[config.mk]
export PLATFORM = sky130hd
export DESIGN_NAME = fetch_stage_prefetch_flat
export DESIGN_NICKNAME = d
export VERILOG_FILES = /design/src/rtl/fetch_stage_prefetch_if.sv /design/src/rtl/fetch_stage_prefetch.sv /design/src/flat_wrapper.sv
export SDC_FILE = /design/constraint.sdc
export NUM_CORES = 1
export LEC_CHECK = 0
export ABC_AREA = 1
export CAP_MARGIN = 20
export CORE_MARGIN = 1.5
export CORE_UTILIZATION = 47
export DETAILED_ROUTE_END_ITERATION = 10
export GPL_TIMING_DRIVEN = 0
export PLACE_DENSITY = 0.84
export SYNTH_ARGS = -nofsm -noshare
export SYNTH_HDL_FRONTEND = slang
export SYNTH_SLANG_ARGS = --single-unit
[constraint.sdc]
create_clock -name clk -period 4.97 [get_ports clk]
set_clock_uncertainty 0.2 [all_clocks]
set_input_delay 0.994 -clock clk [delete_from_list [all_inputs] [get_ports clk]]
set_output_delay 0.994 -clock clk [all_outputs]
set_load 0.05 [all_outputs]
[src/rtl/fetch_stage_prefetch_if.sv]
// Bus bundle between the fetch stage and its environment: memory read port,
// store-stage redirect port and decode port.
interface fetch_stage_prefetch_if #(
  parameter int ADDR_W         = 64,
  parameter int INSN_W         = 32,
  parameter int INSNS_PER_LINE = 2,
  parameter int MASK_W         = 64,
  parameter int BUSID_W        = 8
);
  logic                             mem_req_valid;
  logic                             mem_req_ready;
  logic [ADDR_W-1:0]                mem_req_addr;
  logic [BUSID_W-1:0]               mem_req_id;
  logic                             mem_rsp_valid;
  logic [BUSID_W-1:0]               mem_rsp_id;
  logic [INSN_W*INSNS_PER_LINE-1:0] mem_rsp_data;
  logic                             redir_valid;
  logic                             redir_ready;
  logic [ADDR_W-1:0]                redir_pc;
  logic [MASK_W-1:0]                redir_mask;
  logic                             dec_valid;
  logic                             dec_ready;
  logic [ADDR_W-1:0]                dec_pc;
  logic [INSN_W-1:0]                dec_insn;
  logic [MASK_W-1:0]                dec_mask;

  modport master (
    output mem_req_valid, mem_req_addr, mem_req_id, redir_ready,
           dec_valid, dec_pc, dec_insn, dec_mask,
    input  mem_req_ready, mem_rsp_valid, mem_rsp_id, mem_rsp_data,
           redir_valid, redir_pc, redir_mask, dec_ready
  );

  modport slave (
    input  mem_req_valid, mem_req_addr, mem_req_id, redir_ready,
           dec_valid, dec_pc, dec_insn, dec_mask,
    output mem_req_ready, mem_rsp_valid, mem_rsp_id, mem_rsp_data,
           redir_valid, redir_pc, redir_mask, dec_ready
  );
endinterface

[src/rtl/fetch_stage_prefetch.sv]
// Instruction fetch stage with a DEPTH-line prefetch buffer; a one-bit epoch
// in the bus id lets responses in flight across a redirect be discarded.
module fetch_stage_prefetch #(
  parameter int                CORE_ID        = 0,
  parameter int                ADDR_W         = 64,
  parameter int                INSN_W         = 32,
  parameter int                INSNS_PER_LINE = 2,
  parameter int                DEPTH          = 4,
  parameter int                MASK_W         = 64,
  parameter int                BUSID_W        = 8,
  parameter logic [ADDR_W-1:0] RESET_PC       = '0
) (
  input  logic                  clk,
  input  logic                  reset,
  fetch_stage_prefetch_if.master bus,
  output logic [31:0]           stall_cycles
);
  localparam int IB     = INSN_W / 8;
  localparam int LB     = IB * INSNS_PER_LINE;
  localparam int LINE_W = INSN_W * INSNS_PER_LINE;
  localparam int PTR_W  = $clog2(DEPTH);
  localparam int CNT_W  = PTR_W + 1;
  localparam int SLOT_W = (INSNS_PER_LINE > 1) ? $clog2(INSNS_PER_LINE) : 1;
  localparam int NCF    = 9;
  // HALT, JMP_ALWAYS, JMP_EQUAL, JMP_NOT_EQUAL, JMP_GREATER, JMP_GREATER_EQUAL,
  // JMP_LOWER, JMP_LOWER_EQUAL, LOAD_RESTORE_PC
  localparam logic [NCF*8-1:0] CF_OPS = {8'hFF, 8'h20, 8'h21, 8'h22, 8'h23,
                                         8'h24, 8'h25, 8'h26, 8'h30};
  localparam logic [ADDR_W-1:0] LINE_MASK = ~ADDR_W'(LB - 1);

  typedef enum logic {RUN, WAIT_REDIR} state_t;

  state_t              state_reg;
  logic                active_reg;
  logic [ADDR_W-1:0]   fetch_pc_reg;
  logic [ADDR_W-1:0]   req_pc_reg;
  logic [MASK_W-1:0]   mask_reg;
  logic                epoch_reg;
  logic [CNT_W-1:0]    outstanding_reg;
  logic [CNT_W-1:0]    count_reg;
  logic [PTR_W-1:0]    wr_ptr_reg;
  logic [PTR_W-1:0]    rd_ptr_reg;
  logic [31:0]         stall_reg;
  logic [LINE_W-1:0]   line_mem [DEPTH];

  logic [ADDR_W-1:0]   slot_full;
  logic [SLOT_W-1:0]   slot;
  logic                last_slot;
  logic [INSN_W-1:0]   head_slots [INSNS_PER_LINE];
  logic [INSN_W-1:0]   head_insn;
  logic [NCF-1:0]      cf_hit;
  logic [CNT_W:0]      credit_used;
  logic                dec_valid;
  logic                req_fire, rsp_dec, rsp_push, dec_fire, pop, redir_fire;
  logic                rsp_id_unused;

  // The head line's slot always follows fetch_pc, so a line entered mid-way
  // after a redirect starts at the right instruction without extra state.
  assign slot_full = (fetch_pc_reg / ADDR_W'(IB)) % ADDR_W'(INSNS_PER_LINE);
  assign slot      = SLOT_W'(slot_full);
  assign last_slot = (slot_full == ADDR_W'(INSNS_PER_LINE - 1));

  for (genvar gi = 0; gi < INSNS_PER_LINE; gi++) begin : g_slot
    assign head_slots[gi] = line_mem[rd_ptr_reg][gi*INSN_W +: INSN_W];
  end
  assign head_insn = head_slots[slot];

  for (genvar gi = 0; gi < NCF; gi++) begin : g_cf
    assign cf_hit[gi] = (head_insn[7:0] == CF_OPS[gi*8 +: 8]);
  end

  assign credit_used = {1'b0, outstanding_reg} + {1'b0, count_reg};
  assign dec_valid   = (state_reg == RUN) && (count_reg != '0);

  assign bus.mem_req_valid = active_reg && (state_reg == RUN) &&
                             (credit_used < (CNT_W+1)'(DEPTH));
  assign bus.mem_req_addr  = req_pc_reg;
  assign bus.mem_req_id    = {(BUSID_W-1)'(CORE_ID), epoch_reg};
  assign bus.redir_ready   = (state_reg == WAIT_REDIR);
  assign bus.dec_valid     = dec_valid;
  assign bus.dec_pc        = fetch_pc_reg;
  assign bus.dec_insn      = head_insn;
  assign bus.dec_mask      = mask_reg;
  assign stall_cycles      = stall_reg;
  assign rsp_id_unused     = ^bus.mem_rsp_id[BUSID_W-1:1];

  assign req_fire   = bus.mem_req_valid && bus.mem_req_ready;
  assign redir_fire = (state_reg == WAIT_REDIR) && bus.redir_valid;
  // A late response must not wrap the counter after reset cleared it.
  assign rsp_dec    = bus.mem_rsp_valid && (outstanding_reg != '0);
  assign rsp_push   = bus.mem_rsp_valid && (bus.mem_rsp_id[0] == epoch_reg) && !redir_fire;
  assign dec_fire   = dec_valid && bus.dec_ready;
  assign pop        = dec_fire && last_slot;

  always_ff @(posedge clk) begin
    if (rsp_push) begin
      line_mem[wr_ptr_reg] <= bus.mem_rsp_data;
    end
  end

  always_ff @(posedge clk) begin
    if (reset) begin
      state_reg       <= RUN;
      active_reg      <= 1'b0;
      fetch_pc_reg    <= RESET_PC;
      req_pc_reg      <= RESET_PC & LINE_MASK;
      mask_reg        <= '1;
      epoch_reg       <= 1'b0;
      outstanding_reg <= '0;
      count_reg       <= '0;
      wr_ptr_reg      <= '0;
      rd_ptr_reg      <= '0;
      stall_reg       <= '0;
    end else begin
      active_reg      <= 1'b1;
      outstanding_reg <= outstanding_reg + CNT_W'(req_fire) - CNT_W'(rsp_dec);
      if (req_fire) begin
        req_pc_reg <= req_pc_reg + ADDR_W'(LB);
      end
      if ((state_reg == RUN) && !dec_valid && (stall_reg != '1)) begin
        stall_reg <= stall_reg + 32'd1;
      end
      if (redir_fire) begin
        count_reg  <= '0;
        wr_ptr_reg <= '0;
        rd_ptr_reg <= '0;
      end else begin
        count_reg <= count_reg + CNT_W'(rsp_push) - CNT_W'(pop);
        if (rsp_push) wr_ptr_reg <= wr_ptr_reg + PTR_W'(1);
        if (pop)      rd_ptr_reg <= rd_ptr_reg + PTR_W'(1);
      end
      case (state_reg)
        RUN: begin
          if (dec_fire) begin
            fetch_pc_reg <= fetch_pc_reg + ADDR_W'(IB);
            if (|cf_hit) state_reg <= WAIT_REDIR;
          end
        end
        WAIT_REDIR: begin
          if (redir_fire) begin
            state_reg    <= RUN;
            fetch_pc_reg <= bus.redir_pc;
            req_pc_reg   <= bus.redir_pc & LINE_MASK;
            mask_reg     <= bus.redir_mask;
            epoch_reg    <= ~epoch_reg;
          end
        end
        default: state_reg <= RUN;
      endcase
    end
  end
endmodule

[src/flat_wrapper.sv]
// flat-port wrapper written by rule: the top's interface ports become plain ports
module fetch_stage_prefetch_flat 
#(
  parameter int                CORE_ID        = 0,
  parameter int                ADDR_W         = 64,
  parameter int                INSN_W         = 32,
  parameter int                INSNS_PER_LINE = 2,
  parameter int                DEPTH          = 4,
  parameter int                MASK_W         = 64,
  parameter int                BUSID_W        = 8,
  parameter logic [ADDR_W-1:0] RESET_PC       = '0
)
  (clk, reset, stall_cycles, bus_mem_req_valid, bus_mem_req_addr, bus_mem_req_id, bus_redir_ready, bus_dec_valid, bus_dec_pc, bus_dec_insn, bus_dec_mask, bus_mem_req_ready, bus_mem_rsp_valid, bus_mem_rsp_id, bus_mem_rsp_data, bus_redir_valid, bus_redir_pc, bus_redir_mask, bus_dec_ready);
  fetch_stage_prefetch_if #(.ADDR_W(ADDR_W), .INSN_W(INSN_W), .INSNS_PER_LINE(INSNS_PER_LINE), .MASK_W(MASK_W), .BUSID_W(BUSID_W)) bus_i ();
  input  logic clk;
  input  logic reset;
  output logic [31:0] stall_cycles;
  output wire logic [$bits(bus_i.mem_req_valid)-1:0] bus_mem_req_valid;
  output wire logic [$bits(bus_i.mem_req_addr)-1:0] bus_mem_req_addr;
  output wire logic [$bits(bus_i.mem_req_id)-1:0] bus_mem_req_id;
  output wire logic [$bits(bus_i.redir_ready)-1:0] bus_redir_ready;
  output wire logic [$bits(bus_i.dec_valid)-1:0] bus_dec_valid;
  output wire logic [$bits(bus_i.dec_pc)-1:0] bus_dec_pc;
  output wire logic [$bits(bus_i.dec_insn)-1:0] bus_dec_insn;
  output wire logic [$bits(bus_i.dec_mask)-1:0] bus_dec_mask;
  input wire logic [$bits(bus_i.mem_req_ready)-1:0] bus_mem_req_ready;
  input wire logic [$bits(bus_i.mem_rsp_valid)-1:0] bus_mem_rsp_valid;
  input wire logic [$bits(bus_i.mem_rsp_id)-1:0] bus_mem_rsp_id;
  input wire logic [$bits(bus_i.mem_rsp_data)-1:0] bus_mem_rsp_data;
  input wire logic [$bits(bus_i.redir_valid)-1:0] bus_redir_valid;
  input wire logic [$bits(bus_i.redir_pc)-1:0] bus_redir_pc;
  input wire logic [$bits(bus_i.redir_mask)-1:0] bus_redir_mask;
  input wire logic [$bits(bus_i.dec_ready)-1:0] bus_dec_ready;
  assign bus_mem_req_valid = bus_i.mem_req_valid;
  assign bus_mem_req_addr = bus_i.mem_req_addr;
  assign bus_mem_req_id = bus_i.mem_req_id;
  assign bus_redir_ready = bus_i.redir_ready;
  assign bus_dec_valid = bus_i.dec_valid;
  assign bus_dec_pc = bus_i.dec_pc;
  assign bus_dec_insn = bus_i.dec_insn;
  assign bus_dec_mask = bus_i.dec_mask;
  assign bus_i.mem_req_ready = bus_mem_req_ready;
  assign bus_i.mem_rsp_valid = bus_mem_rsp_valid;
  assign bus_i.mem_rsp_id = bus_mem_rsp_id;
  assign bus_i.mem_rsp_data = bus_mem_rsp_data;
  assign bus_i.redir_valid = bus_redir_valid;
  assign bus_i.redir_pc = bus_redir_pc;
  assign bus_i.redir_mask = bus_redir_mask;
  assign bus_i.dec_ready = bus_dec_ready;
  fetch_stage_prefetch #(.CORE_ID(CORE_ID), .ADDR_W(ADDR_W), .INSN_W(INSN_W), .INSNS_PER_LINE(INSNS_PER_LINE), .DEPTH(DEPTH), .MASK_W(MASK_W), .BUSID_W(BUSID_W), .RESET_PC(RESET_PC)) u_core (.clk(clk), .reset(reset), .bus(bus_i), .stall_cycles(stall_cycles));
endmodule
After elaboration in Yosys (flattened, before gate mapping)

Memories as Yosys holds them, arrays and structs flattened. A register that Yosys moved wholly into a read port is not among the register bits.
Cells that the tools add are included.

Output and inout bits: 267
Memories: 1
RAM bits: 256
Memory bits (read-only): 0
Bits in latches: 0
Bits of input ports: 206
Logic and storage cells: 78
Register bits after elaboration: 237

Shift operators: 0
Bitwise gates (word level): 3
Reduce and logical (&&, ||, !) cells: 20
Magnitude comparators: 2
$add $sub $neg: 10
$mul: 0
Mux-type cells: 18
Divide/modulo/power cells: 0
Equal/unequal tests: 13

Memory list:

| memory          | words | bits a word | rd ports | clocked after memory_dff | write ports | line                       | RTL |
|---|---|---|---|---|---|---|---|
| u_core.line_mem | 4     | 64          | 1        | 1                        | 1           | fetch_stage_prefetch.sv:44 | `logic [LINE_W-1:0] line_mem [DEPTH];` |

Operator list:

| kind                  | count |
|---|---|
| $mux 64               | 5 |
| $pmux 64 s2           | 1 |
| $mux 32               | 3 |
| $add 64x3->64 const B | 1 |
| $add 64x4->64 const B | 1 |
| $eq 8x6->1 const B    | 8 |
| $add 32x1->32 const B | 1 |
| $ne 32x32->1 const B  | 1 |
| $logic_and 1x1->1     | 12 |
| $reduce_or 9->1       | 1 |
| $eq 8x8->1 const B    | 1 |
| $add 3x1->3           | 2 |
| $mux 1                | 6 |
| $reduce_bool 3->1     | 2 |
| $sub 3x1->3           | 2 |
| $add 2x1->2 const B   | 2 |
| $add 3x3->4           | 1 |
| $lt 4x3->1 const B    | 1 |
| $mux 2                | 2 |
| $reduce_and 2->1      | 2 |
| $ge 2x2->1 const B    | 1 |
| $logic_not 1->1       | 2 |
| $ne 2x1->1 const B    | 1 |
| $ne 2x2->1 const B    | 1 |
| other kinds (5)       | 6 |

Logic depth before layout (Yosys ltp)

Gate-level depths: netlist of run 1.

Word-level depth: 9
Depth in mapped cells: 14
Gate-level depth less buffers: 14

Least setup slack after synthesis of run 1

Ideal clock, no wire load.

Path kind: input -> register
Start point: in bus_redir_valid
End point: mem u_core.line_mem[0][0] (netlist bit) (enable)
Path buffers: 1
Path slack: -0.293 ns
Stages on the path: 6
Library setup time: 0.486 ns
Data required time: 4.284 ns
Arrival: 4.577 ns
Cells stage by stage: nand2_1 > inv_1 > clkbuf_1 > nor3_1 > inv_1 > nor2_1

Cells in the longest elaborated chain, start to end: 5

RTL lines:

| item                         | line                       | RTL |
|---|---|---|
| start: declaration           | flat_wrapper.sv:30         | `input wire logic [$bits(bus_i.redir_valid)-1:0] bus_redir_valid;` |
| $logic_and 1x1->1            | fetch_stage_prefetch.sv:88 | `assign redir_fire = (state_reg == WAIT_REDIR) && bus.redir_valid;` |
| $logic_not 1->1              | fetch_stage_prefetch.sv:91 | `assign rsp_push = bus.mem_rsp_valid && (bus.mem_rsp_id[0] == epoch_reg) && !redir_fire;` |
| $logic_and 1x1->1            | fetch_stage_prefetch.sv:91 |  |
| net u_core.rsp_push          | fetch_stage_prefetch.sv:54 | `logic req_fire, rsp_dec, rsp_push, dec_fire, pop, redir_fire;` |
| $mux 1                       | fetch_stage_prefetch.sv:96 | `if (rsp_push) begin` |
| $mux 1 (not written as such) | fetch_stage_prefetch.sv:97 | `line_mem[wr_ptr_reg] <= bus.mem_rsp_data;` |
| end: declaration             | fetch_stage_prefetch.sv:44 |  |

The timed path passes the listed nets, and every way through them passes these cells.

==> impl_metrics.toml, run 1 <==
[clocking]
clkSinkCount = 492
root_buffer = "clkbuf_16"
cts_tree = "done"
cts_buffer_depth = 3
clk-insertion-delay-late_ns = 0.65
clk_pin_slew_worst_paths_ns = 0.06
htreeDepth = 2
post_cts_buffers = 0
cts-buffers-inserted = 50

[timing]
setup_viol = 0
rsz0062_at_grt = "false"
slew_viol_final = 0
max_freq_mhz = 203.9
hold_violations = 0
maxSlewHeadroom = 0.2954
finalCritPeriodShare = 0.9866
min_period_ns = 4.904
fin_ws_ns = 0.06639
worst_pin_slew_ns = 1.057

[logic_synthesis]
syn_inst = 2969
synth_edf_count = 256
synthTopCellsByArea = "edfxtp_1, dfxtp_1, nand2_1, nor2_1, inv_1"
synth_cell_types = 52
synth_flop_cell = "edfxtp_1"
ys_seq_elements = 492
avgSynthCellArea_sq_um = 8.025
ys_warn_count = 0
synth_seq_area_share = 0.5210
syn-cell-area_sq_mm = 0.02383
synth.top_cell.area_share = 0.3227
async_flop_share = 0
yosysTopAreaCell = "edfxtp_1"

[finish]
design_area_sq_mm = 0.03117
layout_common_cells = "nand2_1, nor2_1, clkdlybuf4s50_1, inv_1, edfxtp_1"
fin_nets = 3713
largest_reg_flops = 256
layout-drive-gt1-share = 0.04727
largest_register = "u_core.line_mem"
areaGrowthSynthToFinish_pct = 30.84
layout_commonest_cell = "nand2_1"

[pwr]
power_density_mw_per_mm2 = 348.7
p_leak_uw = 0.01196
peakVddDrop_uv = 379.0
finalPower_uw = 10870

[grt]
grt-ovfl-total = 0
grt_max_degree = 31
grt_pass1_wl_mm = 134.8
grt_pass1_vias = 22067
grtUsageTotal = 0.3421
antenna_found_initial = 9

[place]
hpwl_mm = 69.64
gp_congestion = 1.039
place_area_sq_mm = 0.02944
dp_slack_ns = 0.03915
io_buffers = 454

[route]
drt-total-wl_mm = 92.39
vias = 23770
first_pass_iters = 9
ant_nets = 0
drtIter0Drc = 2773
viasPerCell = 5.643
drc = 0
avgRoutedWirePerCell_um = 21.94

[run]
drv_cap = 0

[setup_path]
start_kind = "flop"
crit_type = "flop to output port"
crit_path_max_fanout = 10
required_ns = 3.78
crit_arrival_ns = 3.71
cp-end-kind = "output port"

[floorplan]
rows = 82
die_area_sq_mm = 0.05205
pin_count = 473
die_w_um = 228.2
core_area_sq_mm = 0.05007
die_y_um = 228.2
initial_core_util = 0.4759

[status]
status = "completed"

[min_path]
hold_class = "flop to flop"
[report_power, final]
part	switching [uW]	internal, uW
Sequential	99.5	4460
Clock	1720	2200
Combinational	1690	702
[metal layers]
metal	global-route usage	vias up	part of all wire
met5	0	-	0.00050
met4	0.1612	6	0.050
met3	0.08163	262	0.12
met2	0.5603	1634	0.46
met1	0.4265	10969	0.37
li1	-	10899	-
[worst paths after layout]
path	startpoint	to	slack, ns	cells after the start
setup / recovery	flop	bus_dec_insn[11]	0.07	8
hold / removal	u_core.bus.dec_mask[56]	u_core.bus.dec_mask[56]	0.27	2
setup reg to reg	u_core.bus.redir_ready	u_core.line_mem[1][28]	1.15	9
hold reg to reg	u_core.bus.dec_mask[56]	u_core.bus.dec_mask[56]	0.27	2
[Yosys cell counts, drive strengths merged (7+ instances only)]
cell type  count
a21oi        172
a31oi         30
buf           52
clkbuf        87
dfxtp        236
edfxtp       256
ha            13
inv          338
nand2        617
nand3        188
nand4         58
nor2         460
nor3          71
nor3b          7
o211ai        11
o21ai        210
o22a          48
o22ai         27
or2            8
xnor2         18
xor2          36
[layout make-up]
class,instances,area (sq um)
antenna,7,17.52
buffer,139,618.1
clock buffer,72,1445
clock inverter,21,257.7
fill,4254,18900
inverter,340,1277
multi-input combinational,2007,9587
sequential,492,12410
tap,672,840.8
timing repair buffer,462,4717
[cells by family after synthesis]
| family | Yosys count | synth area share |
|---|---|---|
| buf+inv | 479 | 0.07935 |
| fa+ha+maj | 15 | 0.008508 |
| compound gates | 508 | 0.1198 |
| xor+xnor | 54 | 0.01985 |
| simple gates | 1420 | 0.2514 |
| other cells | 1 | 0.0001574 |
| flops | 492 | 0.5210 |
[what timing repair did]
action / 4_1_cts / 5_1_grt
resized for setup: 12 / 20
hold buffers: 0 / 0
endpoints found under the setup margin: 18 / 12
[worst max-delay path, stage by stage (launching register included)]
cell           delay (ns)
dfxtp_1              0.42
clkinv_1             0.30
clkbuf_1             0.37
clkbuf_1             0.32
clkbuf_1             0.34
nor2_1               0.18
o21ai_0              0.10
a31oi_1              0.45
dlygate4sd2_1        0.59
[through the flow]
| step | hold slack, ns | setup TNS [ns] | std cells | util |
|---|---|---|---|---|
| after detailed placement | 0.2541 | 0 | 4112 | 0.5880 |
| after CTS | 0.2724 | 0 | 4205 | 0.6219 |
| after global routing | 0.2921 | 0 | 4211 | 0.6226 |
| final | 0.2734 | 0 | 4212 | 0.6226 |
| after global placement | 0.2529 | -905.71 | 4104 | 0.5841 |
| after floorplan | 0.2743 | -75.12 | 2978 | - |
Power figures use the tool's default switching activity.
==> inputs of run 2 (changes only) <==
--- a/config.mk
+++ b/config.mk
@@ -9,6 +9,7 @@
 export CAP_MARGIN = 20
 export CORE_MARGIN = 1.5
 export CORE_UTILIZATION = 47
+export CTS_CLUSTER_DIAMETER = 120
 export DETAILED_ROUTE_END_ITERATION = 10
 export GPL_TIMING_DRIVEN = 0
 export PLACE_DENSITY = 0.84
==> results of run 2 <==
No change in the layout: final DEF, timing and power equal those of run 1.
